### config.mk
export PLATFORM = sky130hd
export DESIGN_NAME = matrix_operand_loader
export DESIGN_NICKNAME = d
export VERILOG_FILES = /design/src/rtl/matrix_operand_loader.sv
export SDC_FILE = /design/constraint.sdc
export NUM_CORES = 1
export LEC_CHECK = 0
export ABC_AREA = 1
export ABC_CLOCK_PERIOD_IN_PS = 2200
export CORE_ASPECT_RATIO = 2
export CORE_MARGIN = 1
export CORE_UTILIZATION = 30
export CTS_CLUSTER_DIAMETER = 30
export DETAILED_ROUTE_END_ITERATION = 10
export PLACE_DENSITY = 0.57
export SLEW_MARGIN = 10
export SYNTH_ARGS = -nofsm -noshare
export SYNTH_HDL_FRONTEND = slang
export SYNTH_SLANG_ARGS = --single-unit
### constraint.sdc
create_clock -name clk -period 2.2 [get_ports clk]
set_input_delay 0.44 -clock clk [delete_from_list [all_inputs] [get_ports clk]]
set_output_delay 0.44 -clock clk [all_outputs]
set_load 0.005 [all_outputs]
### src/rtl/matrix_operand_loader.sv
// Element-by-element loader for the 2x2 signed matrix multiplier: collects a11..b22,
// range-checks them, and presents the packed A/B pair under a valid/ready handshake.
module matrix_operand_loader #(
  parameter int unsigned TIMEOUT = 255
) (
  input  logic       clk,
  input  logic       rst_n,
  input  logic       ena,
  input  logic       elem_valid,
  input  logic [1:0] elem_data,
  output logic       elem_ready,
  output logic [7:0] a_out,
  output logic [7:0] b_out,
  output logic       mat_valid,
  input  logic       mat_ready,
  output logic       frame_err,
  output logic       timeout,
  output logic [2:0] elem_cnt
);

  localparam logic [1:0]  ST_IDLE   = 2'd0;
  localparam logic [1:0]  ST_LOAD   = 2'd1;
  localparam logic [1:0]  ST_HOLD   = 2'd2;
  localparam logic [16:0] TIMEOUT_W = 17'(TIMEOUT);

  logic [1:0]  state_q, state_d;
  logic [2:0]  cnt_q, cnt_d;
  logic        bad_q, bad_d;
  logic [15:0] timer_q, timer_d;
  logic [7:0]  a_q, a_d;
  logic [7:0]  b_q, b_d;
  logic        mat_valid_q, mat_valid_d;
  logic        frame_err_q, frame_err_d;
  logic        timeout_q, timeout_d;

  logic        ready_s;
  logic        accept_s;
  logic        elem_bad_s;
  logic [16:0] timer_inc_s;
  logic        expire_s;
  logic [2:0]  slot_base_s;

  // rst_n term keeps elem_ready low while reset is held, whatever ena does
  assign ready_s     = rst_n & ena & (state_q != ST_HOLD);
  assign accept_s    = elem_valid & ready_s;
  assign elem_bad_s  = (elem_data == 2'b10);
  assign timer_inc_s = {1'b0, timer_q} + 17'd1;
  assign expire_s    = (timer_inc_s == TIMEOUT_W);
  assign slot_base_s = {cnt_q[1:0], 1'b0};

  // Next-state logic: slot store, frame completion, timeout abort and hand-off
  always_comb begin
    state_d     = state_q;
    cnt_d       = cnt_q;
    bad_d       = bad_q;
    timer_d     = timer_q;
    a_d         = a_q;
    b_d         = b_q;
    mat_valid_d = mat_valid_q;
    frame_err_d = 1'b0;
    timeout_d   = 1'b0;
    case (state_q)
      ST_IDLE, ST_LOAD: begin
        if (accept_s) begin
          if (cnt_q[2] == 1'b0) begin
            a_d[slot_base_s +: 2] = elem_data;
          end else begin
            b_d[slot_base_s +: 2] = elem_data;
          end
          timer_d = 16'd0;
          if (cnt_q == 3'd7) begin
            cnt_d = 3'd0;
            bad_d = 1'b0;
            if (bad_q | elem_bad_s) begin
              frame_err_d = 1'b1;
              state_d     = ST_IDLE;
            end else begin
              mat_valid_d = 1'b1;
              state_d     = ST_HOLD;
            end
          end else begin
            cnt_d   = cnt_q + 3'd1;
            bad_d   = bad_q | elem_bad_s;
            state_d = ST_LOAD;
          end
        end else if (ena && (state_q == ST_LOAD)) begin
          // An accept in the expiry cycle takes the branch above instead
          if (expire_s) begin
            timeout_d = 1'b1;
            state_d   = ST_IDLE;
            cnt_d     = 3'd0;
            bad_d     = 1'b0;
            timer_d   = 16'd0;
          end else begin
            timer_d = timer_inc_s[15:0];
          end
        end else begin
          state_d = state_q;
        end
      end
      ST_HOLD: begin
        if (mat_ready) begin
          mat_valid_d = 1'b0;
          cnt_d       = 3'd0;
          state_d     = ST_IDLE;
        end else begin
          mat_valid_d = 1'b1;
        end
      end
      default: begin
        state_d     = ST_IDLE;
        cnt_d       = 3'd0;
        bad_d       = 1'b0;
        timer_d     = 16'd0;
        mat_valid_d = 1'b0;
      end
    endcase
  end

  // State and output registers
  always_ff @(posedge clk or negedge rst_n) begin
    if (!rst_n) begin
      state_q     <= ST_IDLE;
      cnt_q       <= 3'd0;
      bad_q       <= 1'b0;
      timer_q     <= 16'd0;
      a_q         <= 8'd0;
      b_q         <= 8'd0;
      mat_valid_q <= 1'b0;
      frame_err_q <= 1'b0;
      timeout_q   <= 1'b0;
    end else begin
      state_q     <= state_d;
      cnt_q       <= cnt_d;
      bad_q       <= bad_d;
      timer_q     <= timer_d;
      a_q         <= a_d;
      b_q         <= b_d;
      mat_valid_q <= mat_valid_d;
      frame_err_q <= frame_err_d;
      timeout_q   <= timeout_d;
    end
  end

  assign elem_ready = ready_s;
  assign a_out      = a_q;
  assign b_out      = b_q;
  assign mat_valid  = mat_valid_q;
  assign frame_err  = frame_err_q;
  assign timeout    = timeout_q;
  assign elem_cnt   = cnt_q;

endmodule
==> summary.txt, run 1 <==
Global routing
  – First-pass GRT wire length: a little under 10 mm
  – Largest net degree at the start of global routing: 42
  – Initial antenna violation count: 0
  – Overflow after GRT: 0
  – GRT Total Usage: between 10% and 20%
  – Vias in the first global route: about 2200

Routing
  – WL/cell: between 10 and 15 µm
  – Post-DR vias/cell: about 4.8
  – Drt first pass iters: 4
  – Total Routed Length: approximately 6.0 mm
  – Initial DRC count: 67
  – Number of routed nets with antenna violations: 0
  – Post-route DRC: 0
  – Detailed-route via count: between 2000 and 2500

STA
  – Slew Limit Fails: 0
  – RSZ-0062 raised after global routing: no
  – Final worst-path setup slack: 0.1099 ns
  – Fin Clk Skew: 0.006184 ns
  – Final Hold Fails: 0
  – Period Utilization, post-route: 95.01%
  – # setup viols final: 0
  – Worst Max-Slew Pin Slew: between 0.5 and 0.6 ns
  – Min cycle time layout: 2.090 ns
  – Setup TNS: 0 ns
  – Highest clock rate: 478.4 MHz
  – Max-slew headroom: between 60% and 70%

Finish
  – # fillers: between 800 and 900
  – Diodes inserted: 0
  – Layout Nets: between 300 and 400
  – Most frequent cells in the layout: 103 x nand2_1, 41 x dfrtp_1, 31 x inv_1, 28 x clkdlybuf4s50_1
  – Area grow syn2layout: 24.57%
  – Ratio of cells with drive above 1 in the final layout: 14.83%
  – Commonest non-fill, non-tap cell in the layout: nand2_1
  – Final std cells w/o fill: 438

Synth
  – Largest family of logic cells by synthesized area: simple AND/OR/NAND/NOR gates
  – Yosys reg bits: between 40 and 50
  – Syn_nets: around 320
  – Post-Synth Simple-Gate Area: 34.38%
  – XOR/XNOR Fraction of Synth Area: less than 1%
  – Syn Inst Count: ~300
  – Post-Syn Area per Cell: ~7.9 µm²
  – Sequential area share after synthesis: 43.04%
  – Yosys warning count: 0
  – Mapped cell area: 2384 µm²
  – Synth cell types: 28
  – Post-synthesis compound-gate area fraction: between 10% and 20%
  – Mux cell area share after synthesis: 0%
  – Adder-cell share of the synthesized area: 4.199%

Worst setup path
  – Worst Path Arrival: between 2 and 2.5 ns
  – Worst r2r path cells: 13
  – Crit path required time: about 2.4 ns
  – Setup Crit Path Kind: reg -> reg
  – Crit path max fanout: 10
  – Critical Path End Type: flop
  – Crit path launch type: flop

Clocking
  – H-tree depth: 2
  – Post-CTS Hold Buffers: 0
  – CTS Buffer Depth: 2
  – # clock sinks: between 40 and 50
  – Clock transition at the registers of the reported paths: 0.06 ns
  – # Post-CTS Setup Buffers: 0
  – Root buf cell: clkbuf_16
  – CTS tree: built
  – Clk_lat worst skew: 0.29 ns
  – Post-CTS sizing: 0
  – Num CTS Buffers: 5

Worst hold path
  – HP Class: in -> async

Power and ir drop
  – Flop pwr share: roughly two fifths
  – Tot Pwr: about 2700 µW
  – Switching power: ~950 µW
  – Max IR drop VDD: roughly 0.59 mV
  – Clk network pwr share: around a quarter
  – Combinational share of power: around a third
  – Pwr Density: roughly 920 nW/µm²
  – Internal Power: approximately 1800 µW
  – Switching portion of total power: between 30% and 40%
  – Leakage power: approximately 0.0013 µW

Floorplanning
  – Die area: 8327 µm²
  – Core footprint: about 7700 µm²
  – Die Height: roughly 130 µm
  – # IOs: 30
  – Standard-cell rows: 45
  – Die Span X: between 60 and 70 µm
  – Starting Density: 31.13%

Run status
  – Status: finished clean

Run
  – Max cap viols: 0

Place
  – Routability congestion estimate: ~0.79
  – Placed cell count: 430
  – HPWL Detailed: about 4.7 mm
  – DP Worst Slack: 0.06554 ns
  – Input/output buffers: 29
[power by group through the flow]
| stage | Combinational, µW | Clock (µW) | Sequential [µW] |
|---|---|---|---|
| after floorplan | 476 | 0 | 1080 |
| after global placement | 951 | 0 | 1070 |
| after detailed placement | 965 | 0 | 1070 |
| after CTS | 969 | 740 | 1060 |
| after global routing | 1070 | 765 | 1090 |
| final | 956 | 718 | 1060 |
[per-stage QoR]
step / utilization, % / cell area, µm² / hold slack [ns]
after global placement: 36.85 / 2821 / 0.4692
after floorplan: - / 2384 / 0.1444
final: 38.77 / 2969 / 0.2991
after CTS: 38.66 / 2960 / 0.3353
after global routing: 38.77 / 2969 / 0.3560
after detailed placement: 36.85 / 2821 / 0.4701
[critical path, cell delays in order, from the launching register on]
cell and delay [ns]:
dfrtp_1 0.39, ha_1 0.23, nand3_1 0.16, nor2_2 0.21
nor2_1 0.07, nor2_2 0.09, nand2_1 0.08, nor2_1 0.10
nand2_1 0.08, nor2_2 0.10, nand2_2 0.09, nand2_8 0.12
buf_12 0.14, o21ai_0 0.08
[final cells by class]
cell class,instances,area [µm²],area share [%]
clock buffer,6,128.9,4.341
clock inverter,2,10.01,0.3371
inverter,35,131.4,4.425
multi-input combinational,224,1205,40.58
sequential,41,1026,34.56
tap,94,117.6,3.961
timing repair buffer,36,350.3,11.80
[synth_stat cells]
master | instances | area (µm²)
o22ai_1 | 2 | 12.51
inv_2 | 4 | 15.01
dfrtp_1 | 41 | 1026
xor2_1 | 2 | 17.52
nand3b_1 | 1 | 7.510
nor2_4 | 4 | 45.04
nor3_1 | 3 | 15.01
nor4_1 | 2 | 12.51
o21ai_0 | 20 | 100.1
a31oi_1 | 1 | 6.260
nand2_1 | 103 | 386.6
nor2_2 | 7 | 43.79
or2_1 | 1 | 6.260
ha_1 | 8 | 100.1
nand3_2 | 2 | 20.02
inv_1 | 31 | 116.4
o21ai_1 | 1 | 5.000
nand2_4 | 1 | 11.26
buf_12 | 1 | 20.02
buf_2 | 2 | 10.01
or2_2 | 1 | 6.260
nand2_2 | 7 | 43.79
o22ai_2 | 10 | 125.1
or2_0 | 1 | 6.260
nor2_1 | 20 | 75.07
a21oi_1 | 2 | 10.01
nand3_1 | 13 | 65.06
nand4_1 | 12 | 75.07
[worst paths after layout]
kind	from	slack, ns	to
worst max-delay path	timer_q[0]$_DFFE_PN0P_	0.11	timer_q[6]$_DFFE_PN0P_
worst min register to register	mat_valid$_DFFE_PN0P_	0.48	mat_valid$_DFFE_PN0P_
worst min-delay path	rst_n	0.30	timer_q[4]$_DFFE_PN0P_
max in group asynchronous	rst_n	1.53	mat_valid$_DFFE_PN0P_
worst max register to register	timer_q[0]$_DFFE_PN0P_	0.11	timer_q[6]$_DFFE_PN0P_
min in group clk	mat_valid$_DFFE_PN0P_	0.48	mat_valid$_DFFE_PN0P_
[sequential cells by signal (all words and copies together), names as in the netlist]
register,flops
timeout,1
bad_q,1
mat_valid,1
elem_cnt,3
timer_q,16
a_out,8
frame_err,1
state_q,2
b_out,8
[kinds of logic after synthesis]
family | count (synthesis)
buffers and inverters | 38
DFF | 41
xor gates and xnor gates | 2
and+or+nand+nor | 178
AOI/OAI and AO/OA | 36
adders and majority gates | 8
[per-layer routing]
layer	track usage, %	vias to the layer above	routed length [µm]
li1	-	1061	-
met1	14.66	975	2185
met2	31.99	36	3498
met3	2.402	13	130
met4	8.184	0	206
met5	0	-	0
Note: power is estimated with default switching activity, not from simulation.
==> inputs of run 2 (changes only) <==
--- a/config.mk
+++ b/config.mk
@@ -5,14 +5,12 @@
 export SDC_FILE = /design/constraint.sdc
 export NUM_CORES = 1
 export LEC_CHECK = 0
-export ABC_AREA = 1
 export ABC_CLOCK_PERIOD_IN_PS = 2200
 export CORE_ASPECT_RATIO = 2
-export CORE_MARGIN = 1
 export CORE_UTILIZATION = 30
 export CTS_CLUSTER_DIAMETER = 30
 export DETAILED_ROUTE_END_ITERATION = 10
-export PLACE_DENSITY = 0.57
+export PLACE_DENSITY = 0.58
 export SLEW_MARGIN = 10
 export SYNTH_ARGS = -nofsm -noshare
 export SYNTH_HDL_FRONTEND = slang
==> run 2 against run 1 <==
Effect of this change:
- the flow now finishes with violations (negative setup slack)
- total power increased by 28%
- via count rose by 5.8%
- sequential power up 9%
- combinational power up 60%
==> summary.txt, run 2 <==
Worst setup path
  – Worst path cell trace: buf_4 -> nand2_1 -> mux2i_1 -> o31ai_1 -> buf_4 -> nand4b_1 -> buf_4 -> or3_4 -> a32oi_1 -> o31ai_1
  – Setup Crit Path Kind: reg -> reg
  – Reg-to-reg slack, setup: -0.18 ns
  – Crit. Startpoint: timer_q[1]$_DFFE_PN0P_
  – Worst r2r path cells: 10
  – Crit-path most repeated cell: buf_4
  – Critical-path top delay cell: dfrtp_2
  – Crit path launch type: flop
  – Worst Path Arrival: around 2.5 ns
  – Crit path capture: timer_q[7]$_DFFE_PN0P_
  – CP peak stage delay: around 0.46 ns
  – FF-to-FF End: timer_q[7]$_DFFE_PN0P_
  – Critical Path End Type: flop
  – Worst flop-to-flop path startpoint: timer_q[1]$_DFFE_PN0P_
  – Crit path required time: ~2.4 ns
  – Crit path max fanout: 6

STA
  – Fin Clk Skew: around 0.009 ns
  – Setup TNS: -1.606 ns
  – Min cycle time layout: approximately 2.4 ns
  – Period Utilization, post-route: 108.1%
  – # setup viols final: 14
  – RSZ-0062 raised after global routing: yes
  – Final Hold Fails: 0
  – Final worst-path setup slack: -0.1785 ns
  – Slew Limit Fails: 0
  – Max-slew headroom: around three quarters
  – Highest clock rate: about 420 MHz
  – Worst Max-Slew Pin Slew: approximately 0.38 ns

Finish
  – Area grow syn2layout: 44.77%
  – Reg area: about 1000 µm²
  – # fillers: 732
  – Final std cells w/o fill: 420
  – Footprint of the multi-input gates: 1356 µm²
  – Commonest non-fill, non-tap cell in the layout: buf_4
  – Most frequent cells in the layout: 49 x buf_4, 39 x dfrtp_1, 28 x nand2_1, 28 x clkdlybuf4s50_1, 18 x nor2_1
  – Layout Nets: approximately 340
  – Ratio of cells with drive above 1 in the final layout: 30.37%
  – Reg with most FFs: timer_q
  – Diodes inserted: 0
  – Largest register FFs: 16

Clocking
  – Root buf cell: clkbuf_16
  – CTS Buffer Depth: 2
  – # clock sinks: between 40 and 50
  – Num CTS Buffers: 5
  – Clock transition at the registers of the reported paths: about 0.070 ns
  – Clk_lat worst skew: between 0.2 and 0.3 ns
  – CTS tree: built
  – Post-CTS Hold Buffers: 0
  – H-tree depth: 2

Synth
  – Asr flop ratio synth: 100.0%
  – Syn Inst Count: 246
  – Synth cell types: roughly 50
  – Commonest cells in the synthesized netlist: 41 x dfrtp_1, 29 x nand2_1, 18 x nor2_1
  – Mapped cell area: approximately 2300 µm²
  – Syn_nets: roughly 260
  – Sequential area share after synthesis: between 40% and 50%
  – Synth area leaders: dfrtp_1 44%, mux2_2 7.7%, nand2_1 4.6%
  – Ys flop type: dfrtp_1
  – Most common cell in the netlist: dfrtp_1
  – Number of synthesized flops with an enable pin: 0
  – Area leader, netlist: dfrtp_1
  – Yosys warning count: 0
  – Yosys reg bits: 41
  – Post-Syn Area per Cell: approximately 9.5 µm²
  – Share of the synthesized area in the top cell type: 43.76%

Routing
  – Number of routed nets with antenna violations: 0
  – Total Routed Length: around 7.1 mm
  – Drt first pass iters: 4
  – Post-route DRC: 0
  – Initial DRC count: 136
  – WL/cell: roughly 17 µm
  – Detailed-route via count: 2206
  – Post-DR vias/cell: about 5.3

Global routing
  – First-pass GRT wire length: roughly 11 mm
  – Initial antenna violation count: 0
  – Overflow after GRT: 0
  – Largest net degree at the start of global routing: 25
  – Vias in the first global route: approximately 2200
  – GRT Total Usage: roughly 18%

Floorplanning
  – Die Height: 127.0 µm
  – Die area: around 8200 µm²
  – Die Span X: between 60 and 70 µm
  – Standard-cell rows: 45
  – # IOs: 30
  – Core footprint: approximately 7600 µm²
  – Starting Density: between 30% and 40%

Power and ir drop
  – Pwr Density: roughly 1000 nW/µm²
  – Max IR drop VDD: 0.3596 mV
  – Leakage power: 0.001541 µW

Run status
  – Failing checks: negative setup slack
  – Status: complete, but fails checks

Place
  – Placed cell count: a little over 400
  – Routability congestion estimate: a little under 0.9
  – HPWL Detailed: roughly 5.4 mm
  – Input/output buffers: 29

Run
  – Max cap viols: 0

Worst hold path
  – HP Class: in -> async
## run 2: cell types whose count changed after synthesis, moves of 8 or more
| cell | previous run | this run |
|---|---|---|
| inv_1 | 31 | 12 |
| o22ai_2 | 10 | 0 |
| o21ai_0 | 20 | 12 |
| mux2_2 | 0 | 16 |
| nand2_1 | 103 | 29 |
## run 2: layer usage
layer	wire [µm]	track usage (%)
met5	0	0
met4	268	9.281
met3	172	1.964
met2	4217	36.97
met1	2411	16.20
## run 2: logic make-up after synthesis
| family | Yosys count | synth area share (%) |
|---|---|---|
| xor gates and xnor gates | 4 | 1.494 |
| DFF | 41 | 43.76 |
| adders and majority gates | 8 | 4.269 |
| buffers and inverters | 21 | 3.841 |
| AOI/OAI and AO/OA | 51 | 13.82 |
| and+or+nand+nor | 103 | 24.07 |
| muxes | 18 | 8.751 |
## run 2: repair_timing
| action | CTS | global route |
|---|---|---|
| gates resized for setup | 3 | 15 |
| gates cloned | 0 | 1 |
| endpoints found under the setup margin | 14 | 14 |
| pin swaps | 0 | 5 |
| setup buffers | 0 | 5 |
## run 2: power breakdown
part	internal [µW]	switching (µW)
registers	960	200
clock network	527	305
logic	762	764
total	2250	1270
## run 2: worst min-delay path by stage
stage / endpoint / depth (start not counted) / start
after CTS: timer_q[9]$_DFFE_PN0P_ / 2 / rst_n
after floorplan: a_out[0]$_DFFE_PN0P_ / 0 / rst_n
after global routing: timer_q[9]$_DFFE_PN0P_ / 2 / rst_n
after detailed placement: mat_valid$_DFFE_PN0P_ / 1 / mat_valid$_DFFE_PN0P_
final: timer_q[9]$_DFFE_PN0P_ / 2 / rst_n
after global placement: mat_valid$_DFFE_PN0P_ / 1 / mat_valid$_DFFE_PN0P_
## run 2: worst max-delay path: cells and delay by family (launching register included)
kind | cells | cell delay [ns]
and+or+nand+nor | 3 | 0.69
buffers and inverters | 3 | 0.48
DFF | 1 | 0.46
AOI/OAI and AO/OA | 3 | 0.51
muxes | 1 | 0.11
## run 2: per-stage QoR
step	total power (µW)	utilization [%]	hold WS, ns	worst slack (ns)	cell area (µm²)
after floorplan	1871	-	0.1444	-0.006713	2396
after global placement	2617	40.74	0.4750	-0.1180	3097
after detailed placement	2638	40.74	0.4785	-0.1276	3097
after CTS	3485	42.98	0.2023	-0.1123	3267
after global routing	3736	44.66	0.2179	-0.2930	3395
final	3517	44.66	0.1882	-0.1785	3395
## run 2: final cells by class
class	instances	share of cell area [%]
Clock inverter	2	1.032
Inverter	12	1.327
Timing Repair Buffer	81	20.24
Clock buffer	5	3.686
Sequential cell	41	30.30
Multi-Input combinational cell	185	39.96
Tap cell	94	3.465
